## config.mk

```make
export PLATFORM = sky130hd
export DESIGN_NAME = split_target_port_p
export DESIGN_NICKNAME = d
export VERILOG_FILES = /design/src/rtl/split_target_port_p.sv
export SDC_FILE = /design/constraint.sdc
export NUM_CORES = 1
export LEC_CHECK = 0
export ABC_AREA = 1
export BUFFER_PORTS_ARGS = -buffer_cell sky130_fd_sc_hd__buf_2
export CELL_PAD_IN_SITES_DETAIL_PLACEMENT = 1
export CELL_PAD_IN_SITES_GLOBAL_PLACEMENT = 1
export CORE_MARGIN = 1.5
export CORE_UTILIZATION = 44
export CTS_CLUSTER_SIZE = 25
export DETAILED_ROUTE_END_ITERATION = 8
export MAX_ROUTING_LAYER = met4
export PLACE_DENSITY_LB_ADDON = 0.1
export SLEW_MARGIN = 10
export SYNTH_ARGS = -nofsm -noshare
export SYNTH_HDL_FRONTEND = slang
export SYNTH_SLANG_ARGS = --single-unit
```

## constraint.sdc

```tcl
create_clock -name clk -period 2.72 [get_ports clk]
set_clock_uncertainty 0.15 [all_clocks]
set_input_delay 0.544 -clock clk [delete_from_list [all_inputs] [get_ports clk]]
set_output_delay 0.544 -clock clk [all_outputs]
set_load 0.1 [all_outputs]
```

## src/rtl/split_target_port_p.sv

```systemverilog
// split_target_port_p: bit-serial target-side port for the split-transaction bus.
// Deserialises address / write-data bits into parallel words (with write-burst
// address increment) and serialises read data from a TX FIFO back onto the bus.
module split_target_port_p #(
   parameter int unsigned ADDR_W   = 16,
   parameter int unsigned DATA_W   = 8,
   parameter int unsigned TX_DEPTH = 4
) (
   input  logic                               clk,
   input  logic                               rst,
   // arbitration sideband
   input  logic                               split_req,
   input  logic                               arbiter_grant,
   output logic                               split_ack,
   output logic                               split_grant,
   output logic                               arbiter_split_req,
   // TX FIFO
   input  logic [DATA_W-1:0]                  tx_data,
   input  logic                               tx_valid,
   output logic                               tx_ready,
   output logic [$clog2(TX_DEPTH+1)-1:0]      tx_level,
   output logic                               tx_overflow,
   // target status pass-through
   input  logic                               target_rw,
   input  logic                               target_ready,
   input  logic                               target_split_ack,
   input  logic                               target_ack,
   output logic                               bus_target_rw,
   output logic                               bus_target_ready,
   output logic                               bus_split_ack,
   output logic                               bus_target_ack,
   // serial bus
   input  logic                               bus_data_in,
   input  logic                               bus_data_in_valid,
   input  logic                               bus_mode,
   output logic                               bus_data_out,
   output logic                               bus_data_out_valid,
   // parallel target side
   output logic [ADDR_W-1:0]                  target_addr_in,
   output logic                               target_addr_in_valid,
   output logic [DATA_W-1:0]                  target_data_in,
   output logic [ADDR_W-1:0]                  target_data_wr_addr,
   output logic                               target_data_in_valid
);

   localparam int unsigned LVL_W  = $clog2(TX_DEPTH + 1);
   localparam int unsigned PTR_W  = $clog2(TX_DEPTH);
   localparam int unsigned BCNT_W = $clog2(DATA_W + 1);
   localparam int unsigned AC_W   = $clog2(ADDR_W);
   localparam int unsigned DC_W   = $clog2(DATA_W);

   typedef enum logic {
      TX_IDLE  = 1'b0,
      TX_SHIFT = 1'b1
   } tx_state_t;

   // ---------------- sideband pass-through ----------------
   assign split_ack         = target_split_ack;
   assign split_grant       = arbiter_grant;
   assign arbiter_split_req = split_req;
   assign bus_target_rw     = target_rw;
   assign bus_target_ready  = target_ready;
   assign bus_split_ack     = target_split_ack;
   assign bus_target_ack    = target_ack;

   // ---------------- TX FIFO ----------------
   logic [DATA_W-1:0] mem [TX_DEPTH];
   logic [PTR_W-1:0]  wr_ptr, rd_ptr;
   logic [LVL_W-1:0]  level;
   logic              full, empty, push, load;
   tx_state_t         tx_state;
   logic [DATA_W-1:0] shift_q;
   logic [BCNT_W-1:0] bit_cnt;

   assign full     = (level == LVL_W'(TX_DEPTH));
   assign empty    = (level == '0);
   assign push     = tx_valid & ~full;
   // a load (pop) happens from IDLE or on the edge that emits the last bit
   assign load     = ~empty & arbiter_grant &
                     ((tx_state == TX_IDLE) || (bit_cnt == BCNT_W'(1)));
   assign tx_ready = ~full;
   assign tx_level = level;

   // FIFO storage; contents need no reset since level gates every read
   always_ff @(posedge clk) begin
      if (push) mem[wr_ptr] <= tx_data;
   end

   // FIFO pointers, occupancy and sticky overflow
   always_ff @(posedge clk) begin
      if (rst) begin
         wr_ptr      <= '0;
         rd_ptr      <= '0;
         level       <= '0;
         tx_overflow <= 1'b0;
      end else begin
         if (push) wr_ptr <= wr_ptr + PTR_W'(1);
         if (load) rd_ptr <= rd_ptr + PTR_W'(1);
         level <= level + LVL_W'(push) - LVL_W'(load);
         if (tx_valid && full) tx_overflow <= 1'b1;
      end
   end

   // TX serializer: LSB first, reloads on the last bit for gapless words
   always_ff @(posedge clk) begin
      if (rst) begin
         tx_state           <= TX_IDLE;
         shift_q            <= '0;
         bit_cnt            <= '0;
         bus_data_out       <= 1'b0;
         bus_data_out_valid <= 1'b0;
      end else begin
         case (tx_state)
            TX_IDLE: begin
               bus_data_out       <= 1'b0;
               bus_data_out_valid <= 1'b0;
               if (load) begin
                  shift_q  <= mem[rd_ptr];
                  bit_cnt  <= BCNT_W'(DATA_W);
                  tx_state <= TX_SHIFT;
               end
            end
            TX_SHIFT: begin
               bus_data_out       <= shift_q[0];
               bus_data_out_valid <= 1'b1;
               shift_q            <= shift_q >> 1;
               bit_cnt            <= bit_cnt - BCNT_W'(1);
               if (bit_cnt == BCNT_W'(1)) begin
                  if (load) begin
                     shift_q <= mem[rd_ptr];
                     bit_cnt <= BCNT_W'(DATA_W);
                  end else begin
                     tx_state <= TX_IDLE;
                  end
               end
            end
            default: tx_state <= TX_IDLE;
         endcase
      end
   end

   // ---------------- RX deserializer ----------------
   logic [ADDR_W-1:0] addr_sr, addr_full, base_addr, word_idx, word_addr_q;
   logic [DATA_W-1:0] data_sr, data_full, word_q;
   logic [AC_W-1:0]   addr_cnt;
   logic [DC_W-1:0]   data_cnt;
   logic              expect_data, addr_pending, data_pending;

   // shift registers with the incoming bit merged at the current position
   always_comb begin
      addr_full           = addr_sr;
      addr_full[addr_cnt] = bus_data_in;
      data_full           = data_sr;
      data_full[data_cnt] = bus_data_in;
   end

   // RX address/data capture, burst indexing and one-cycle output pulses
   always_ff @(posedge clk) begin
      if (rst) begin
         addr_sr              <= '0;
         data_sr              <= '0;
         addr_cnt             <= '0;
         data_cnt             <= '0;
         base_addr            <= '0;
         word_idx             <= '0;
         word_q               <= '0;
         word_addr_q          <= '0;
         expect_data          <= 1'b0;
         addr_pending         <= 1'b0;
         data_pending         <= 1'b0;
         target_addr_in       <= '0;
         target_addr_in_valid <= 1'b0;
         target_data_in       <= '0;
         target_data_wr_addr  <= '0;
         target_data_in_valid <= 1'b0;
      end else begin
         addr_pending         <= 1'b0;
         data_pending         <= 1'b0;
         target_addr_in_valid <= addr_pending;
         target_data_in_valid <= data_pending;
         if (addr_pending) target_addr_in <= base_addr;
         if (data_pending) begin
            target_data_in      <= word_q;
            target_data_wr_addr <= word_addr_q;
         end

         if (bus_data_in_valid) begin
            if (!bus_mode) begin
               addr_sr <= addr_full;
               if (addr_cnt == AC_W'(ADDR_W - 1)) begin
                  base_addr    <= addr_full;
                  word_idx     <= '0;
                  expect_data  <= target_rw;
                  addr_pending <= 1'b1;
                  addr_cnt     <= '0;
                  data_cnt     <= '0;
               end else begin
                  addr_cnt <= addr_cnt + AC_W'(1);
               end
            end else if (expect_data) begin
               if (addr_cnt != '0) begin
                  addr_cnt <= '0;
               end else begin
                  data_sr <= data_full;
                  if (data_cnt == DC_W'(DATA_W - 1)) begin
                     word_q       <= data_full;
                     word_addr_q  <= base_addr + word_idx;
                     word_idx     <= word_idx + ADDR_W'(1);
                     data_pending <= 1'b1;
                     data_cnt     <= '0;
                  end else begin
                     data_cnt <= data_cnt + DC_W'(1);
                  end
               end
            end
         end
      end
   end

endmodule

```

==> results.md, run 1 <==
- Hold path start: tx_data[5]
- Root Driver: clkbuf_16
- Clk sinks: roughly 190
- Worst reg2reg endpoint: tx_level[2]
- Max_slew headroom: between 60% and 70%
- Warnings from Yosys: 0
- CP Class: reg2reg
- Largest net degree at the start of global routing: between 40 and 50
- Drt drc: 0
- Fraction of layout cells with a size suffix above 1: between 10% and 20%
- Vias in the first global route: 7320
- Vias per inst: 5.06
- Grt ovf: 0
- Synthesized net count: 1192
- TNS Setup: 0 ns
- Synthesized cell area: 0.00863 sq mm
- Post-synth EDFFs: 32
- R2R Path Start: tx_state
- Post-Syn Instances: between 1000 and 1500
- Measured slew at the worst slew-check pin: between 0.5 and 0.6 ns
- Distinct cells, synth: 39
- Initial antenna violation count: 0
- # IOs: 76
- Count of final hold-check violations: 0
- CP max FO: 13
- Area of the multi-input gates: 0.00368 sq mm
- CP Capture Type: flop
- Initial drt markers: 339
- Maxcap violations: 0
- H-tree depth: 4
- PortBufs: 66
- Final hold slack: between 0.15 and 0.2 ns
- Clk Latency, worst-skew pair: 0.44 ns
- Via Count: between 7000 and 8000
- Die area: 0.0205 sq mm
- Initial Utilization: about 45%
- Core area: 0.0193 sq mm
- Detailed-route wire length: roughly 22000 um
- Sequential fraction of the synthesis area: between 40% and 50%
- Period utilization: between 80% and 90%
- CTS resizes: 0
- Main synth FF type: dfxtp_1
- Lkg Pwr: 4.53 nW
- Hold endpoint: mem[3][5]
- Mean area per synthesized cell: 7.57 sq um
- Hold_buf cts: 0
- Worst Hold Class: in2reg
- Most frequent cells in the layout: nand2_1 (227), inv_1 (167), dfxtp_1 (153), nor2_1 (128), o21ai_0 (119)
- Die Height: approximately 140 um
- PwrDens: roughly 680 mW/mm^2
- Min-Delay Path Depth: 1
- Fin crit period: ~2.2 ns
- Worst Path Arrival: about 2.5 ns
- Clk slew on worst S/H paths: roughly 0.07 ns
- TritonCTS Buffers: 17
- Die Width: between 100 and 150 um
- Filler instances: ~2500
- Clk buf depth: 2
- Post-route ant nets: 0
- Hpwl dp: 15800 um
- CTS tree: built
- GRT Total Usage: between 20% and 30%
- Fin. max-slew vios: 0
- Ant diodes: 0
- Routed WL per cell: about 15 um
- Yosys reg bits: 188
- Worst VDD drop: approximately 0.43 mV
- Postcts setup bufs: 0
- Reg2reg setup slack: around 0.47 ns
- Nets@finish: between 1000 and 1500
- Fmax: 0.445 GHz
- Synth top area cells: dfxtp_1 (36%), edfxtp_1 (11%), nand2_1 (9.9%)
- Top cell type's share of synthesized area: a little over a third
- Gpl congestion: 0.824
- Status: finished clean
- Final setup viols: 0
- RSZ-0062 raised after global routing: no
- Synth area leader: dfxtp_1
- Overall power: between 0.006 and 0.007 W
- R2R cell count: 11
- DR pass1 iterations: 4
- Syn-to-layout area delta: 13.2%
- FP Rows: a little over 50
- Most common cell after layout, fill and taps aside: nand2_1
- First-pass GRT wire length: around 37000 um
- CP Data Required Time: a little under 3 ns
- Register area: approximately 0.004 sq mm
- Asr flop ratio synth: 0%
- Startpoint Class: flop
synth_stat cells, types with 2 or more instances:
library cell,number
xnor2_1,4
nand2_2,5
inv_1,168
nand3b_1,2
buf_6,2
edfxtp_1,32
and2_1,2
clkinv_1,2
nor2_4,3
nor3_1,10
o21ai_0,119
o211ai_1,5
ha_1,30
clkbuf_1,31
nor2_2,2
fa_1,2
a21oi_1,83
a31oi_1,6
nand4_1,11
xor2_1,6
o22ai_1,10
dfxtp_1,156
a211oi_1,9
nand3_1,59
nand2_1,227
buf_2,7
nor2_1,128
buf_4,8
worst max-delay path by stage:
stage / from / endpoint / slack (ns) / cells after the start
4_1_cts: tx_state / tx_level[2] / 0.46 / 11
2_1_floorplan: tx_level[0] / tx_level[2] / 0.002 / 11
6_report: tx_state / tx_level[2] / 0.47 / 11
5_1_grt: bit_cnt[1] / tx_level[2] / 0.22 / 14
3_3_place_gp: arbiter_grant / tx_level[2] / 0.46 / 13
3_5_place_dp: arbiter_grant / tx_level[2] / 0.43 / 13
logic make-up (layout without fill, tap and decap cells):
| logic type | after synthesis | in the layout | share of synthesized area, % |
|---|---|---|---|
| AOI/OAI and AO/OA | 236 | 236 | 14.5 |
| xor gates and xnor gates | 10 | 10 | 1.02 |
| adders and majority gates | 32 | 32 | 4.82 |
| buffers and inverters | 220 | 286 | 10.2 |
| DFF | 188 | 188 | 47.3 |
| and+or+nand+nor | 454 | 454 | 22.2 |
final cells by class:
| type | count | share of cell area [%] |
|---|---|---|
| Timing Repair Buffer | 83 | 4.69 |
| Clock buffer | 17 | 4.35 |
| Multi-Input combinational cell | 732 | 37.6 |
| Sequential cell | 188 | 41.8 |
| Clock inverter | 15 | 1.52 |
| Inverter | 171 | 6.57 |
| Tap cell | 265 | 3.39 |
state kept, by name (all words and copies together), names as in the netlist, 2 cells and up, named ones only:
name and flops:
word_q 8, target_data_in 8, tx_level 3, word_idx 16, data_sr 8, addr_sr 15
shift_q 8, target_addr_in 16, addr_cnt 4, word_addr_q 16, data_cnt 3, rd_ptr 2
mem 32, target_data_wr_addr 16, wr_ptr 2, base_addr 16, bit_cnt 4
power breakdown:
part           internal [W]  total [W]  switching, W
clock network       0.00133    0.00248       0.00116
logic              0.000295    0.00104      0.000747
registers           0.00301    0.00314      0.000125
total               0.00463    0.00666       0.00203
metrics by stage:
| step | cell area [sq um] | setup slack (ns) | utilization (%) | std cells |
|---|---|---|---|---|
| global route | 9770 | 0.217 | 50.5 | 1471 |
| finish | 9770 | 0.473 | 50.5 | 1471 |
| global placement | 9200 | 0.465 | 47.6 | 1439 |
| floorplan | 8640 | 0.00169 | - | 1140 |
| CTS | 9770 | 0.458 | 50.5 | 1471 |
| detailed placement | 9200 | 0.427 | 47.6 | 1439 |
critical path, cell delays in order, from the launching register on:
cell	delay (ns)
dfxtp_1	0.60
nand2_1	0.13
nand2_1	0.10
inv_1	0.06
ha_1	0.26
inv_1	0.06
ha_1	0.13
inv_1	0.04
fa_1	0.35
inv_1	0.07
o21ai_0	0.08
a21oi_1	0.13
metal layers:
layer	global-route usage, %	vias up	wire (um)
li1	-	3767	-
met1	31.7	3574	11300
met2	36.9	89	10200
met3	4.02	17	521
met4	6.02	0	208
met5	-	-	0
Note: power is estimated with default switching activity, not from simulation.
==> inputs of run 2 (changes only) <==
clock period = 2.1 ns   (was 2.72 ns; I/O delays follow)
==> run 2 against run 1 <==
Net effect: worst hold slack got worse by 0.13 ns; first-iteration DRC count decreased by 26%; design area increased by 4.1%; power increased by 36%; global-route usage increased by 0.58 points; non-clock buffer count increased by 26; via count increased by 2.1%; critical endpoint is now tx_level[1].
==> results.md, run 2 (synthesis gave the netlist of run 1 again) <==
- Count of final hold-check violations: 0 (unchanged)
- GRT Total Usage: 24.2% (+0.58 points)
- PwrDens: 888 mW/mm^2 (+30%)
- Die Height: 143 um (unchanged)
- # IOs: 76 (unchanged)
- Root Driver: clkbuf_16
- Hpwl dp: 16800 um (+6.5%)
- Vias in the first global route: 7698 (+5.2%)
- Worst Path Arrival: 2.23 ns (-0.23 ns)
- Maxcap violations: 0 (unchanged)
- Startpoint Class: flop
- H-tree depth: 4 (unchanged)
- Fraction of layout cells with a size suffix above 1: 15.7% (+4.6 points)
- Detailed-route wire length: 23200 um (+4.6%)
- Gpl congestion: 0.873 (+6.0%)
- Worst VDD drop: 0.573 mV (+35%)
- Filler instances: 2447 (-0.81%)
- Clk Latency, worst-skew pair: 0.43 ns (about the same)
- Fin. max-slew vios: 0 (unchanged)
- Final hold slack: 0.0506 ns (-0.128 ns)
- Clk buf depth: 2 (unchanged)
- Drt drc: 0 (unchanged)
- Area post-placement: 0.00941 sq mm (+2.4%)
- CTS tree: built
- Max_slew headroom: 66.1% (+1.8 points)
- Fin crit period: 2.06 ns (-0.189 ns)
- CP Capture Type: flop
- Core Util, Final: 52.6% (+2.1 points)
- PortBufs: 66 (unchanged)
- CP Data Required Time: 2.27 ns (-0.66 ns)
- Initial antenna violation count: 1 (+1)
- Fmax: 0.486 GHz (+9.2%)
- Vias per inst: 5.07 (+0.24%)
- Max reg flops: 32 (unchanged)
- Clk sinks: 188 (unchanged)
- Routed WL per cell: 15.5 um (+2.7%)
- Period utilization: 98.0% (+15 points)
- Most common cell after layout, fill and taps aside: nand2_1
- Measured slew at the worst slew-check pin: 0.508 ns (-0.0266 ns)
- Status: finished clean
- FP Rows: 51 (unchanged)
- RSZ-0062 raised after global routing: yes
- Die area: 0.0205 sq mm (unchanged)
- First-pass GRT wire length: 37900 um (+3.0%)
- Initial Utilization: 44.6% (unchanged)
- Syn-to-layout area delta: 17.9%
- Final setup viols: 0 (unchanged)
- Grt ovf: 0 (unchanged)
- Core area: 0.0193 sq mm (unchanged)
- Most frequent cells in the layout: nand2_1 (221), inv_1 (159), dfxtp_1 (145), nor2_1 (126), o21ai_0 (117)
- CP max FO: 2 (-11)
- Worst Hold Class: in2reg
- Largest net degree at the start of global routing: 38 (-14%)
- Biggest register: mem
- Reg2reg setup slack: 0.04 ns (-0.43 ns)
- Lkg Pwr: 4.68 nW (+3.3%)
- CP Class: reg2reg
- Min-Delay Path Depth: 1 (unchanged)
- Initial drt markers: 252 (-26%)
- DR pass1 iterations: 4 (unchanged)
- Via Count: 7602 (+2.1%)
- Clk slew on worst S/H paths: 0.07 ns (about the same)
- TritonCTS Buffers: 17 (unchanged)
- Nets@finish: 1271 (+2.1%)
- Final instance area: 0.0102 sq mm (+4.1%)
- R2R cell count: 12 (+1)
- Post-route ant nets: 0 (unchanged)
- Die Width: 143 um (unchanged)
[run 2: area by class of cell]
| class | instances | area (sq um) | area share (%) |
|---|---|---|---|
| Antenna cell | 1 | 2.50 | 0.0246 |
| Clock buffer | 20 | 468 | 4.60 |
| Clock inverter | 12 | 149 | 1.46 |
| Inverter | 171 | 642 | 6.31 |
| Multi-Input combinational cell | 732 | 3800 | 37.4 |
| Sequential cell | 188 | 4110 | 40.4 |
| Tap cell | 265 | 332 | 3.26 |
| Timing Repair Buffer | 109 | 668 | 6.57 |
[run 2: path summary, 6_finish.rpt]
check	to	startpoint
worst max register to register	tx_level[1]	bit_cnt[1]
worst min register to register	target_data_wr_addr[15]	word_addr_q[15]
worst max-delay path	tx_level[1]	bit_cnt[1]
worst min-delay path	mem[3][0]	tx_data[0]
[run 2: worst max-delay path: stages, from the launching register on]
cell,delay (ns)
dfxtp_2,0.34
inv_2,0.05
ha_4,0.15
nand2_2,0.05
nand2_2,0.07
nand2_2,0.09
inv_2,0.05
ha_4,0.21
inv_2,0.06
ha_4,0.12
inv_2,0.03
fa_2,0.53
nor2_2,0.03
[run 2: metal layers]
layer / share of wire (%) / GRT usage (%) / vias up
li1: - / - / 3827
met1: 46 / 28.8 / 3641
met2: 50 / 41.7 / 100
met3: 2.8 / 3.82 / 34
met4: 2.0 / 7.81 / 0
met5: 0 / - / -
[run 2: what timing repair did]
action,in CTS,in global routing
hold buffers,0,0
gates resized for setup,5,29
pin swaps,2,9
setup buffers,2,2
setup endpoints to repair,2,30
[run 2: where the power goes]
part           leakage (nW)  switching [W]  total, W  internal (W)
Combinational          2.82        0.00109   0.00161      0.000524
Sequential             1.56       0.000137   0.00405       0.00391
Clock                 0.302        0.00148   0.00337       0.00190
Total                  4.68        0.00270   0.00903       0.00633
[run 2: stage by stage]
step	power (W)	TNS (ns)	setup WS [ns]	std cells
2_1_floorplan	0.00522	-0.438	-0.226	1140
3_3_place_gp	0.00557	0	0.0276	1461
3_5_place_dp	0.00563	-0.125	-0.0785	1461
4_1_cts	0.00905	0	0.00823	1495
5_1_grt	0.00943	-0.0366	-0.0259	1498
6_report	0.00903	0	0.0423	1498
==> inputs of run 3 (changes only) <==
ABC_AREA = unset   (was 1)
CORE_UTILIZATION = 46   (was 44)
==> run 3 against run 2 <==
Net effect: die area is 9.7% lower; synthesized cell count is 28% lower; flip-flop and latch count is the same; critical path type unchanged; clock-buffer cell count grew 2; clock power down 8.6%; largest cell class is now multi-input combinational cells; critical endpoint is now tx_level[2]; sequential share of layout area is 0.28 points lower; non-clock buffer count rose by 56; the flow now finishes with violations (negative setup slack).
==> results.md, run 3 <==
- Status: complete, but fails checks
- Violated checks: negative setup slack
- Ant diodes: 0 (-1)
- Reg2reg setup slack: -0.12 ns (-0.16 ns)
- Synthesized cell area: 0.00813 sq mm (-5.8%)
- Syn-to-layout area delta: 26.3%
- Worst VDD drop: 0.569 mV (-0.63%)
- CP max FO: 2 (unchanged)
- Grt ovf: 0 (unchanged)
- Measured slew at the worst slew-check pin: 0.538 ns (+0.0294 ns)
- Post-synth EDFFs: 32 (unchanged)
- Initial Utilization: 47.0% (+2.4 points)
- First-pass GRT wire length: 35100 um (-7.4%)
- Clk buf depth: 2 (unchanged)
- Gpl congestion: 0.884 (+1.2%)
- Root Driver: clkbuf_16
- Via Count: 6496 (-15%)
- RSZ-0062 raised after global routing: yes
- Distinct cells, synth: 53 (+36%)
- Sequential fraction of the synthesis area: 50.3% (+2.9 points)
- Die Height: 136 um (-5.0%)
- Final hold slack: 0.0519 ns (+0.00135 ns)
- Clk slew on worst S/H paths: 0.07 ns (about the same)
- Final setup viols: 4 (+4)
- H-tree depth: 4 (unchanged)
- DR pass1 iterations: 4 (unchanged)
- Setup ws final: -0.115 ns (-0.158 ns)
- Drt drc: 0 (unchanged)
- Asr flop ratio synth: 0% (unchanged)
- Dpl ws: -0.153 ns (-0.0740 ns)
- FP Rows: 48 (-5.9%)
- PortBufs: 66 (unchanged)
- Largest net degree at the start of global routing: 58 (+53%)
- Clk Latency, worst-skew pair: 0.43 ns (about the same)
- Top cell type's share of synthesized area: 38.4% (+2.2 points)
- CP Class: reg2reg
- Count of final hold-check violations: 0 (unchanged)
- Top-count cell post-synth: dfxtp_1
- # IOs: 76 (unchanged)
- GR Layer Usage met2: 43.4% (+1.7 points)
- Met3 Use GR: 3.77% (-0.057 points)
- Area of the multi-input gates: 0.00412 sq mm (+8.3%)
- Final instance area: 0.0103 sq mm (+0.88%)
- R2R Path Start: bit_cnt[3]
- TritonCTS Buffers: 17 (unchanged)
- Lkg Pwr: 4.01 nW (-14%)
- Worst Hold Class: in2reg
- Hold path start: tx_data[7]
- GRT Total Usage: 25.1% (+0.95 points)
- Yosys reg bits: 188 (unchanged)
- Routed WL per cell: 18.7 um (+21%)
- CTS tree: built
- CP Capture Type: flop
- Fin. max-slew vios: 0 (unchanged)
- Area post-placement: 0.00929 sq mm (-1.3%)
- Post-route ant nets: 0 (unchanged)
- Core Util, Final: 59.3% (+6.7 points)
- Hpwl dp: 15000 um (-11%)
- Main synth FF type: dfxtp_1
- Post-Syn Instances: 816 (-28%)
- Fin crit period: 2.22 ns (+0.158 ns)
- Synthesized net count: 868 (-27%)
- Vias in the first global route: 6903 (-10%)
- Die Width: 136 um (-5.0%)
- Clk sinks: 188 (unchanged)
- Hold_buf cts: 0 (unchanged)
- Synth top cells by count: dfxtp_1 (156), nor2_1 (127), mux2i_1 (66), nand2_1 (66)
- Initial antenna violation count: 0 (-1)
- Hold endpoint: mem[2][7]
- Met1 GRT Util: 30.1% (+1.3 points)
- Max reg flops: 32 (unchanged)
- PwrDens: 860 mW/mm^2 (-3.2%)
- Most frequent cells in the layout: dfxtp_1 (141), nor2_1 (125), buf_4 (97), mux2i_1 (66), buf_2 (64)
- Max_slew headroom: 64.2% (-1.9 points)
- Fraction of layout cells with a size suffix above 1: 29.0% (+13 points)
- R2R cell count: 11 (-1)
- Most common cell after layout, fill and taps aside: dfxtp_1
- Vias per inst: 5.50 (+8.4%)
- Nets@finish: 995 (-22%)
- Initial drt markers: 306 (+21%)
- Synth area leader: dfxtp_1
- Worst reg2reg endpoint: tx_level[2]
- Biggest register: mem
- CP Data Required Time: 2.27 ns (about the same)
- Worst Path Arrival: 2.38 ns (+0.15 ns)
- Filler instances: 1900 (-22%)
- Fmax: 0.451 GHz (-7.1%)
- Min-Delay Path Depth: 1 (unchanged)
- Mean area per synthesized cell: 9.96 sq um (+32%)
- Maxcap violations: 0 (unchanged)
- Warnings from Yosys: 0 (unchanged)
- Register area: 0.00411 sq mm (+0.18%)
- Core area: 0.0173 sq mm (-11%)
- Startpoint Class: flop
- Detailed-route wire length: 22100 um (-4.9%)
- Die area: 0.0185 sq mm (-9.7%)
- GRT busiest layer: met2
- Period utilization: 105% (+7.5 points)
- Synth top area cells: dfxtp_1 (38%), edfxtp_1 (12%), mux2i_1 (8.1%)
==> run 3: power by group <==
part | internal, W | switching [W]
Combinational | 0.000654 | 0.00103
Sequential | 0.00390 | 0.000156
Clock | 0.00167 | 0.00140
==> run 3: area by class of cell <==
| class | count | area share, % |
|---|---|---|
| clock buffers | 22 | 4.74 |
| clock inverters | 10 | 0.793 |
| inverters | 14 | 0.561 |
| multi-input cells | 557 | 40.2 |
| flip-flops and latches | 188 | 40.1 |
| well taps | 225 | 2.74 |
| repair buffers | 165 | 10.9 |
==> run 3: how the worst max path moves through the flow <==
stage | depth (start not counted) | slack (ns) | endpoint | from
final | 11 | -0.12 | tx_level[2] | bit_cnt[3]
after global routing | 11 | -0.17 | tx_level[2] | bit_cnt[3]
after CTS | 10 | -0.1 | tx_level[2] | tx_level[2]
after detailed placement | 12 | -0.15 | tx_level[2] | bit_cnt[1]
after global placement | 7 | -0.07 | base_addr[1] | bus_data_in_valid
after floorplan | 11 | -0.34 | tx_level[2] | tx_level[0]
==> run 3: routing by layer <==
| metal | share of wire, % | vias up | wire length [um] |
|---|---|---|---|
| met5 | 0 | - | 0 |
| met4 | 2.5 | 0 | 546 |
| met2 | 52 | 113 | 11400 |
| met3 | 2.4 | 41 | 537 |
| li1 | - | 3137 | - |
| met1 | 43 | 3205 | 9590 |
==> run 3: timing repair <==
| action | CTS | global route |
|---|---|---|
| endpoints found under the setup margin | 20 | 28 |
| hold endpoints to repair | 0 | 0 |
| setup buffers | 9 | 6 |
| gates cloned | 0 | 0 |
| pin swaps | 21 | 17 |
| resized for setup | 32 | 36 |
==> run 3: cells by family after synthesis <==
group                      after synthesis  share of synthesized area [%]
AOI/OAI and AO/OA                      147                           12.0
xor gates and xnor gates                26                           2.80
adders and majority gates               32                           5.11
buffers and inverters                   71                           3.68
DFF                                    188                           50.3
muxes                                   76                           10.6
and+or+nand+nor                        276                           15.6
==> run 3: stage by stage <==
| step | setup TNS [ns] | power [W] | std cells |
|---|---|---|---|
| 2_1_floorplan | -0.536 | 0.00527 | 816 |
| 3_3_place_gp | -0.184 | 0.00555 | 1135 |
| 3_5_place_dp | -1.09 | 0.00565 | 1135 |
| 4_1_cts | -0.290 | 0.00884 | 1176 |
| 5_1_grt | -0.995 | 0.00916 | 1181 |
| 6_report | -0.292 | 0.00882 | 1181 |
==> run 3: critical path: stages (launching register included) <==
cell     delay, ns
dfxtp_1       0.34
nor2_2        0.18
nand2_4       0.08
a21oi_4       0.16
ha_4          0.23
inv_4         0.05
ha_4          0.12
inv_2         0.03
fa_2          0.35
xor2_2        0.19
xnor2_1       0.15
nor2_1        0.06
